--- src/rtl/demux_dispatch_1to4.sv ---
// Buffered 1-to-4 valid/ready dispatcher: each output channel owns a 2-entry FIFO,
// destination chosen by sel or by an internal round-robin pointer (RR_MODE=1).
module demux_dispatch_1to4 #(
   parameter int DATA_W  = 8,
   parameter int RR_MODE = 0
) (
   input  logic                  clk,
   input  logic                  rst,
   input  logic                  in_valid,
   input  logic [DATA_W-1:0]     in_data,
   input  logic [1:0]            sel,
   output logic                  in_ready,
   output logic [3:0]            out_valid,
   output logic [4*DATA_W-1:0]   out_data,
   input  logic [3:0]            out_ready,
   output logic [1:0]            rr_ptr
);

   logic [3:0][1:0][DATA_W-1:0] mem_q;
   logic [3:0]                  wptr_q, wptr_d;
   logic [3:0]                  rptr_q, rptr_d;
   logic [3:0][1:0]             cnt_q, cnt_d;
   logic [1:0]                  rr_q, rr_d;
   logic [1:0]                  dst;
   logic [3:0]                  full;
   logic [3:0]                  push;
   logic [3:0]                  pop;
   logic                        accept;

   always_comb begin
      dst      = (RR_MODE != 0) ? rr_q : sel;
      full     = '0;
      out_valid = '0;
      out_data = '0;
      for (int k = 0; k < 4; k++) begin
         full[k]      = (cnt_q[k] == 2'd2);
         out_valid[k] = (cnt_q[k] != 2'd0);
         // Empty channels present zero rather than stale storage.
         if (out_valid[k])
            out_data[k*DATA_W +: DATA_W] = mem_q[k][rptr_q[k]];
      end
      in_ready = ~full[dst];
      accept   = in_valid & in_ready;
      push     = accept ? (4'b0001 << dst) : 4'b0000;
      pop      = out_valid & out_ready;
      rr_ptr   = rr_q;
   end

   always_comb begin
      wptr_d = wptr_q ^ push;
      rptr_d = rptr_q ^ pop;
      cnt_d  = cnt_q;
      for (int k = 0; k < 4; k++)
         cnt_d[k] = cnt_q[k] + 2'(push[k]) - 2'(pop[k]);
      // The pointer holds on a stall so channel order is never skipped.
      rr_d = ((RR_MODE != 0) && accept) ? rr_q + 2'd1 : rr_q;
   end

   always_ff @(posedge clk or posedge rst) begin
      if (rst) begin
         wptr_q <= '0;
         rptr_q <= '0;
         cnt_q  <= '0;
         rr_q   <= '0;
      end else begin
         wptr_q <= wptr_d;
         rptr_q <= rptr_d;
         cnt_q  <= cnt_d;
         rr_q   <= rr_d;
      end
   end

   // Storage needs no reset: reads are gated by the channel count.
   always_ff @(posedge clk) begin
      for (int k = 0; k < 4; k++)
         if (push[k])
            mem_q[k][wptr_q[k]] <= in_data;
   end

endmodule

--- config.mk ---
export PLATFORM = sky130hd
export DESIGN_NAME = demux_dispatch_1to4
export DESIGN_NICKNAME = d
export VERILOG_FILES = /design/src/rtl/demux_dispatch_1to4.sv
export SDC_FILE = /design/constraint.sdc
export NUM_CORES = 1
export LEC_CHECK = 0
export BUFFER_PORTS_ARGS = -buffer_cell sky130_fd_sc_hd__clkbuf_2
export CELL_PAD_IN_SITES_DETAIL_PLACEMENT = 1
export CELL_PAD_IN_SITES_GLOBAL_PLACEMENT = 1
export CORE_MARGIN = 8
export CORE_UTILIZATION = 45
export CTS_CLUSTER_SIZE = 30
export DETAILED_ROUTE_END_ITERATION = 8
export HOLD_SLACK_MARGIN = 0.15
export PLACE_DENSITY_LB_ADDON = 0.1
export SYNTH_ARGS = -nofsm -noshare
export SYNTH_HDL_FRONTEND = slang
export SYNTH_SLANG_ARGS = --single-unit
--- constraint.sdc ---
create_clock -name clk -period 3.3 [get_ports clk]
set_clock_uncertainty 0.05 [all_clocks]
set_input_delay 0.33 -clock clk [delete_from_list [all_inputs] [get_ports clk]]
set_output_delay 0.33 -clock clk [all_outputs]
set_load 0.01 [all_outputs]
==> results_dict.tcl, run 1 <==
set metrics [dict create \
    mostFrequentLayoutCells "edfxtp_1, clkbuf_2, nor2_1, mux2i_1, inv_1" \
    worstPathCellList "nor2_1, nor2_1, clkbuf_2" \
    min_period_ns 2.002 \
    vias_per_cell 4.972 \
    synth_top_area_cell "edfxtp_1" \
    comb_power_share_pct 30.0 \
    core_area_mm2 0.007253 \
    grt.busiest_layer "met2" \
    die_h_um 102.5 \
    clock_sinks 80 \
    setup_viol 0 \
    crit_family "simple AND/OR/NAND/NOR gates" \
    crit_type "register to output port" \
    fin_tns_setup_ns 0 \
    antennaDiodeCount 0 \
    use_met2_pct 23.83 \
    antenna_found_initial 0 \
    grt_max_degree 17 \
    crit_top_cell "nor2_1" \
    finalHoldViolations 0 \
    drcViolationCount 0 \
    synth_enable_flop_cells 64 \
    ys_ff_latch 80 \
    whs_ns 0.2413 \
    cts_inserted_buffers 9 \
    tightest_slew_ns 0.6989 \
    grt_first_pass_wirelength_mm 10.67 \
    portBuffers 53 \
    clk_pin_slew_ns 0.08 \
    clock_path_buffers 2 \
    p_seq_share_pct 42.6 \
    vdd_drop_max_mv 0.4312 \
    start_util_pct 46.46 \
    grt_pass1_vias 2090 \
    final_area_mm2 0.003996 \
    fin_nets 321 \
    seq_area_frac_synth_pct 68.92 \
    powerDensity_mw_per_mm2 860.3 \
    gp_congestion 0.6952 \
    netSwitchingFraction_pct 32.58 \
    postCtsSetupBuffers 0 \
    max_slew_margin_pct 53.24 \
    cp.arrival_ns 1.62 \
    cts_tree "done" \
    power_leakage_uw 0.001720 \
    critPathLaunchType "register" \
    grt_use_met3_pct 3.579 \
    dp_hpwl_mm 4.892 \
    io_pins 56 \
    cpPeakStageDelay_ns 0.57 \
    drt_iter0_drc 47 \
    p_int_uw 2318 \
    yosysWarnings 0 \
    pwr-share-clk_pct 27.4 \
    wl_mm 6.934 \
    netlist_area_mm2 0.003369 \
    htree_levels 3 \
    timing.final.crit_share_pct 60.66 \
    rsz0062_at_grt "false" \
    ant_nets 0 \
    wire_per_inst_um 17.69 \
    clock.fmax_mhz 499.6 \
    worstPathMaxFanout 9 \
    gr-usage-met1_pct 15.88 \
    ys_types 27 \
    clock_latency_ns 0.34 \
    dr_total_vias 1949 \
    globalRoute.totalOverflow 0 \
    switchingPower_uw 1120 \
    area_delta_synth_final_pct 18.60 \
    die_w_um 102.5 \
    mostFrequentLayoutCell "edfxtp_1" \
    fillers 730 \
    synthCells 229 \
    num_rows 31 \
    placed_cell_area_mm2 0.003720 \
    synth_area_leaders "edfxtp_1, dfrtp_1, mux2i_1" \
    post_cts_resized 0 \
    hp-class "input pin to register" \
    syn_avg_cell_area_um2 14.71 \
    cap_violations 0 \
    cts-root-buf "clkbuf_8" \
    dr.pass1.iters 4 \
    worstPathRequired_ns 2.92 \
    worst-path-buf-inv 1 \
    synth_ff_type "edfxtp_1" \
    synthArstFlopShare_pct 20.00 \
    drive_gt1_share_pct 24.23 \
    end_kind "output port" \
    hold_buffers 1 \
    dieArea_mm2 0.01051 \
    grtUsageTotal_pct 13.84 \
    status "finished, final reports clean" \
    slowest_stage "nor2_1" \
    synth_top_cell_area_share_pct 57.04 \
    maxSlewViolCount 0 \
]
[state kept, by name, indices dropped and copies added, names as in the netlist]
register  cells
mem_q        64
cnt_q         8
rptr_q        4
wptr_q        4
[path summary, 6_finish.rpt]
path                            depth (start not counted)          end  slack (ns)         start
worst max-delay path                                    3  out_data[6]        1.30      cnt_q[1]
worst min-delay path                                    3    rptr_q[1]        0.24  out_ready[1]
worst max register to register                          7     cnt_q[1]        1.38      cnt_q[0]
worst min register to register                          1     cnt_q[5]        0.51      cnt_q[5]
max in group asynchronous                               3     cnt_q[1]        2.22           rst
min in group asynchronous                               3    wptr_q[1]        0.55           rst
[routing by layer]
layer,share of wire [%],wire length [um]
met5,0,0
met4,2.2,156
met3,5.5,378
met2,50,3495
met1,42,2903
[per-stage QoR]
step | util [%] | cells | setup slack (ns) | power (uW)
detailed placement | 51.29 | 375 | 1.295 | 2550
global route | 55.10 | 392 | 1.112 | 3644
global placement | 51.29 | 375 | 1.359 | 2504
floorplan | - | 230 | 1.509 | 2137
finish | 55.10 | 392 | 1.298 | 3438
CTS | 55.10 | 392 | 1.245 | 3492
[worst register-to-register path: stages (launching register included)]
cell	delay (ns)
dfrtp_1	0.42
and2b_1	0.21
or3_1	0.34
ha_1	0.29
inv_1	0.04
ha_1	0.18
xnor2_1	0.17
xnor2_1	0.14
[cell families (layout without fill, tap and decap cells)]
logic type,Yosys count,count (layout),share of synthesized area (%)
flip-flops,80,80,68.92
multiplexers,32,32,9.506
other,1,2,0.1113
AND/OR/NAND/NOR,56,56,8.207
adder cells (fa/ha/maj),16,16,5.941
XOR/XNOR,12,12,3.119
AO/OA/AOI/OAI,4,4,0.5942
buffers and inverters,28,91,3.602
[cells in the mapped netlist, drive strengths merged (2+ instances only)]
| cell | instances |
|---|---|
| nor3 | 2 |
| o21ai | 4 |
| nand2b | 2 |
| or3 | 2 |
| and2b | 2 |
| inv | 21 |
| buf | 7 |
| xnor2 | 12 |
| nor4bb | 2 |
| edfxtp | 64 |
| nor2 | 36 |
| dfrtp | 16 |
| mux2i | 32 |
| ha | 16 |
[final cells by class]
cell class | instances | area, um^2 | area share [%]
Clock buffer | 9 | 123.9 | 3.100
Tap cell | 99 | 123.9 | 3.100
Sequential cell | 80 | 2322 | 58.11
Inverter | 21 | 78.83 | 1.972
Clock inverter | 7 | 142.6 | 3.569
Timing Repair Buffer | 54 | 275.3 | 6.888
Multi-Input combinational cell | 122 | 929.6 | 23.26
[power groups by stage]
stage	Sequential, uW	Clock, uW	Combinational, uW
floorplan	1350	0	790
global placement	1490	0	1020
detailed placement	1490	0	1060
CTS	1470	953	1070
global route	1500	992	1150
finish	1470	941	1030
Power figures use the tool's default switching activity.
==> run 2, diff against run 1 <==
==> constraint.sdc (replaced) <==
create_clock -name clk -period 1.92 [get_ports clk]
set_clock_uncertainty 0.05 [all_clocks]
set_input_delay 0.192 -clock clk [delete_from_list [all_inputs] [get_ports clk]]
set_output_delay 0.192 -clock clk [all_outputs]
set_load 0.01 [all_outputs]
==> run 2 against run 1 <==
  * Clock power is 42% higher
  * Utilization increased by 1.8 points
  * Register-to-register slack lost 1.3 ns
  * Cell area up 3.3%
  * Non-clock buffer count is 17 higher
==> results_dict.tcl, run 2 (synthesis gave the netlist of run 1 again) <==
set metrics [dict create \
    end_kind "register" \
    powerDensity_mw_per_mm2 1418 \
    crit_type "register to register" \
    clock_path_buffers 2 \
    mostFrequentLayoutCell "edfxtp_1" \
    die_w_um 102.5 \
    portBuffers 53 \
    clock.fmax_mhz 545.5 \
    cts-root-buf "clkbuf_8" \
    clk_pin_slew_ns 0.08 \
    timing.final.crit_share_pct 95.48 \
    fin_nets 338 \
    dp_hpwl_mm 5.045 \
    cp.arrival_ns 2.04 \
    clock_sinks 80 \
    drcViolationCount 0 \
    slowest_stage "dfrtp_1" \
    antenna_found_initial 0 \
    dr_total_vias 1993 \
    p_total_uw 5852 \
    setup_viol 0 \
    rsz0062_at_grt "false" \
    start_util_pct 46.46 \
    maxSlewViolCount 0 \
    drive_gt1_share_pct 26.77 \
    dp_cells 382 \
    wl_mm 7.292 \
    ff2ff_path_depth 7 \
    power_leakage_uw 0.001773 \
    cap_violations 0 \
    area_delta_synth_final_pct 22.47 \
    dieArea_mm2 0.01051 \
    grt_pass1_vias 2185 \
    wire_per_inst_um 17.83 \
    vias_per_cell 4.873 \
    drt_iter0_drc 47 \
    grtUsageTotal_pct 15.36 \
    io_pins 56 \
    dr.pass1.iters 4 \
    gp_congestion 0.6858 \
    status "finished, final reports clean" \
    worst-path-buf-inv 1 \
    htree_levels 3 \
    num_rows 31 \
    clock_latency_ns 0.34 \
    ant_nets 0 \
    largest_reg_flops 64 \
    cts_inserted_buffers 9 \
    max_slew_margin_pct 56.16 \
    cpPeakStageDelay_ns 0.39 \
    die_h_um 102.5 \
    holdPathStages 1 \
    tightest_slew_ns 0.6568 \
    hp-class "input pin to register" \
    worstPathRequired_ns 2.12 \
    antennaDiodeCount 0 \
    fin_tns_setup_ns 0 \
    crit_cells 7 \
    globalRoute.totalOverflow 0 \
    grt_first_pass_wirelength_mm 11.68 \
    critPathLaunchType "register" \
    worstPathMaxFanout 2 \
    crit_family "simple AND/OR/NAND/NOR gates" \
    instances_no_fill 409 \
    worstPathCellList "and2b_1, or3_1, ha_1, inv_1, ha_4, xnor2_2, xnor2_1" \
    finalHoldViolations 0 \
    min_period_ns 1.833 \
    grt_max_degree 17 \
    vdd_drop_max_mv 0.6143 \
    mostFrequentLayoutCells "edfxtp_1, clkbuf_2, nor2_1, mux2i_1, inv_1" \
    core_area_mm2 0.007253 \
    cts_tree "done" \
]
run 2: cell types whose count changed in the layout (fill, tap and decap cells not counted), sizes merged:
cell         change
buf              +8
bufinv           -2
clkbuf           +2
clkinv           -1
clkinvlp         +1
dlygate4sd3      +9
run 2: area by class of cell:
class | count | area (um^2)
Clock buffer | 11 | 131.4
Clock inverter | 5 | 81.33
Fill cell | 730 | 3127
Inverter | 21 | 78.83
Multi-Input combinational cell | 122 | 962.2
Sequential cell | 80 | 2323
Tap cell | 99 | 123.9
Timing Repair Buffer | 71 | 425.4
run 2: worst register-to-register path: cells and delay by family, from the launching register on:
kind                       cells  cell delay, ns
and+or+nand+nor                2            0.49
xor gates and xnor gates       2            0.31
adders and majority gates      2            0.45
DFF                            1            0.39
buffers and inverters          1            0.06
run 2: final timing paths:
path                            start   endpoint  slack (ns)
setup / recovery             cnt_q[1]   cnt_q[1]        0.09
setup reg to reg             cnt_q[1]   cnt_q[1]        0.09
hold / removal             in_data[1]  mem_q[17]        0.19
hold reg to reg              cnt_q[7]   cnt_q[7]        0.53
max in group asynchronous         rst   cnt_q[3]        0.96
min in group asynchronous         rst  wptr_q[1]        0.40
run 2: stage by stage:
stage	hold WS, ns	utilization (%)	area [um^2]	setup slack, ns
final	0.1860	56.89	4126	0.08680
after global routing	0.1721	56.89	4126	0.007645
after CTS	0.1783	56.46	4095	0.006247
after detailed placement	0.2504	52.01	3772	0.02971
after global placement	0.2500	52.01	3772	0.1343
after floorplan	0.05574	-	3373	0.1287
run 2: where the power goes:
part / internal [uW] / total (uW) / leakage (uW) / switching, uW
clock network: 736 / 1340 / 0.000104 / 605
registers: 2160 / 2500 / 0.000765 / 344
logic: 970 / 2010 / 0.000904 / 1040
total: 3860 / 5850 / 0.00177 / 1990
run 2: per-layer routing:
metal | vias to the layer above | routed length [um] | track usage (%)
met4 | 0 | 112 | 5.869
li1 | 955 | - | -
met5 | - | 0 | 0
met1 | 988 | 3048 | 17.78
met2 | 39 | 3828 | 26.82
met3 | 11 | 302 | 3.714
run 2: repair_timing:
| action | CTS | global route |
|---|---|---|
| hold buffers | 10 | 0 |
| gates resized for setup | 2 | 7 |
| setup buffers | 0 | 1 |
| pin swaps | 1 | 2 |
| hold endpoints to repair | 60 | 0 |
| setup endpoints to repair | 1 | 20 |
==> run 3, diff against run 2 <==
--- a/config.mk
+++ b/config.mk
@@ -9,7 +9,7 @@
 export CELL_PAD_IN_SITES_DETAIL_PLACEMENT = 1
 export CELL_PAD_IN_SITES_GLOBAL_PLACEMENT = 1
 export CORE_MARGIN = 8
-export CORE_UTILIZATION = 45
+export CORE_UTILIZATION = 40
 export CTS_CLUSTER_SIZE = 30
 export DETAILED_ROUTE_END_ITERATION = 8
 export HOLD_SLACK_MARGIN = 0.15
==> run 3 against run 2 <==
  * Register-to-register slack hardly changed
  * Total power is 3.7% lower
  * Global-route usage is 2.8 points lower
  * Critical path depth stayed put
  * Setup slack worse by 0.011 ns
  * Combinational power is 2% lower
  * Clock power is 12% lower
  * Cell count is 1.7% higher
  * Critical endpoint unchanged
  * Largest cell class unchanged
  * Fmax is 0.62% lower
==> results_dict.tcl, run 3 (synthesis gave the netlist of run 1 again) <==
set metrics [dict create \
    core_area_mm2 0.008175 \
    rsz0062_at_grt "true" \
    final_area_mm2 0.004094 \
    drt_iter0_drc 51 \
    globalRoute.totalOverflow 0 \
    setup_viol 0 \
    dr.pass1.iters 4 \
    min_period_ns 1.845 \
    timing.final.crit_share_pct 96.07 \
    maxSlewViolCount 0 \
    ff2ff_path_depth 7 \
    status "finished, final reports clean" \
    vias_per_cell 4.772 \
    worstPathRequired_ns 2.12 \
    gp_congestion 0.6777 \
    mostFrequentLayoutCells "edfxtp_1, clkbuf_2, nor2_1, mux2i_1, inv_1" \
    switchingPower_uw 1910 \
    grt_max_degree 17 \
    fin_tns_setup_ns 0 \
    cts_inserted_buffers 9 \
    worstReg2RegEnd "cnt_q[1]" \
    clock_latency_ns 0.34 \
    portBuffers 53 \
    powerDensity_mw_per_mm2 1377 \
    num_rows 33 \
    area_delta_synth_final_pct 21.50 \
    grt_pass1_vias 2111 \
    tightest_slew_ns 0.6466 \
    cts-root-buf "clkbuf_8" \
    cts_tree "done" \
    max_slew_margin_pct 56.84 \
    crit_end "cnt_q[1]" \
    ant_nets 0 \
    htree_levels 3 \
    fin_nets 339 \
    wl_mm 6.832 \
    placed_cell_area_mm2 0.003787 \
    p_int_uw 3725 \
    mostFrequentLayoutCell "edfxtp_1" \
    die_w_um 107.8 \
    dieArea_mm2 0.01162 \
    power_leakage_uw 0.001768 \
    vdd_drop_max_mv 0.7405 \
    slowest_stage "dfrtp_1" \
    grt_first_pass_wirelength_mm 10.76 \
    worstPathCellList "and2b_1, or3_1, ha_1, inv_1, ha_2, xnor2_2, xnor2_1" \
    clock_path_buffers 2 \
    wire_per_inst_um 16.42 \
    fin_ws_ns 0.07543 \
    end_kind "register" \
    cp.arrival_ns 2.05 \
    antennaDiodeCount 0 \
    dp_hpwl_mm 4.738 \
    r2r_start "cnt_q[1]" \
    clock.fmax_mhz 542.1 \
    drcViolationCount 0 \
    p_total_uw 5635 \
    pre_cts_ws_ns -0.03993 \
    startpoint "cnt_q[1]" \
    dr_total_vias 1985 \
    drive_gt1_share_pct 25.72 \
    worstPathMaxFanout 2 \
    die_h_um 107.8 \
    finalHoldViolations 0 \
    comb_power_share_pct 34.9 \
    r2r_setup_slack_ns 0.08 \
    hp-class "input pin to register" \
    grtUsageTotal_pct 12.52 \
    start_util_pct 41.22 \
    final_util_pct 50.08 \
    clock_sinks 80 \
    fillers 867 \
    clk_pin_slew_ns 0.08 \
    largest_reg_flops 64 \
    antenna_found_initial 0 \
    cap_violations 0 \
    netSwitchingFraction_pct 33.90 \
    critPathLaunchType "register" \
    io_pins 56 \
    p_seq_share_pct 44.2 \
    cpPeakStageDelay_ns 0.39 \
    pwr-share-clk_pct 20.9 \
    crit_type "register to register" \
]
[run 3: repair_timing]
item	CTS	global route
setup buffers	0	1
endpoints found under the hold margin	59	1
pin swaps	0	3
setup endpoints to repair	1	2
resized for setup	2	1
hold buffers	9	1
[run 3: final cells by class]
class / instances / area (um^2) / area share [%]
clock buffer: 11 / 131.4 / 3.209
clock inverter: 5 / 57.56 / 1.406
inverter: 21 / 78.83 / 1.925
multi-input combinational: 122 / 939.7 / 22.95
sequential: 80 / 2322 / 56.72
tap: 105 / 131.4 / 3.209
timing repair buffer: 72 / 432.9 / 10.57
[run 3: power by group through the flow]
stage	Clock, uW	Combinational (uW)	Sequential [uW]
final	1180	1970	2490
after global routing	1270	2210	2530
after CTS	1220	2010	2500
after detailed placement	0	1970	2540
after global placement	0	1890	2520
after floorplan	0	1360	2320
[run 3: metal layers]
metal / track usage, % / vias up / share of wire, %
met5: 0 / - / 0
met3: 3.473 / 8 / 5.2
met2: 21.40 / 43 / 52
met4: 5.352 / 0 / 1.0
met1: 14.36 / 980 / 42
li1: - / 954 / -
[run 3: worst min-delay path by stage]
stage                from         to  slack, ns  depth (start not counted)
2_1_floorplan         rst   cnt_q[0]       0.06                          1
3_3_place_gp          rst   cnt_q[2]       0.25                          2
3_5_place_dp          rst   cnt_q[2]       0.26                          2
4_1_cts        in_data[3]  mem_q[51]       0.15                          1
5_1_grt        in_data[1]  mem_q[41]       0.17                          1
6_report       in_data[0]  mem_q[48]       0.17                          1
[run 3: critical path: cells and delay by family (launching register included)]
kind                     cells  cell delay [ns]
buffers and inverters        1             0.04
XOR/XNOR                     2             0.33
AND/OR/NAND/NOR              2             0.48
flip-flops                   1             0.39
adder cells (fa/ha/maj)      2             0.46
[run 3: per-stage QoR]
stage | instances | hold WS (ns)
global route | 416 | 0.1678
finish | 416 | 0.1749
CTS | 414 | 0.1549
global placement | 389 | 0.2516
detailed placement | 389 | 0.2584
floorplan | 230 | 0.05574
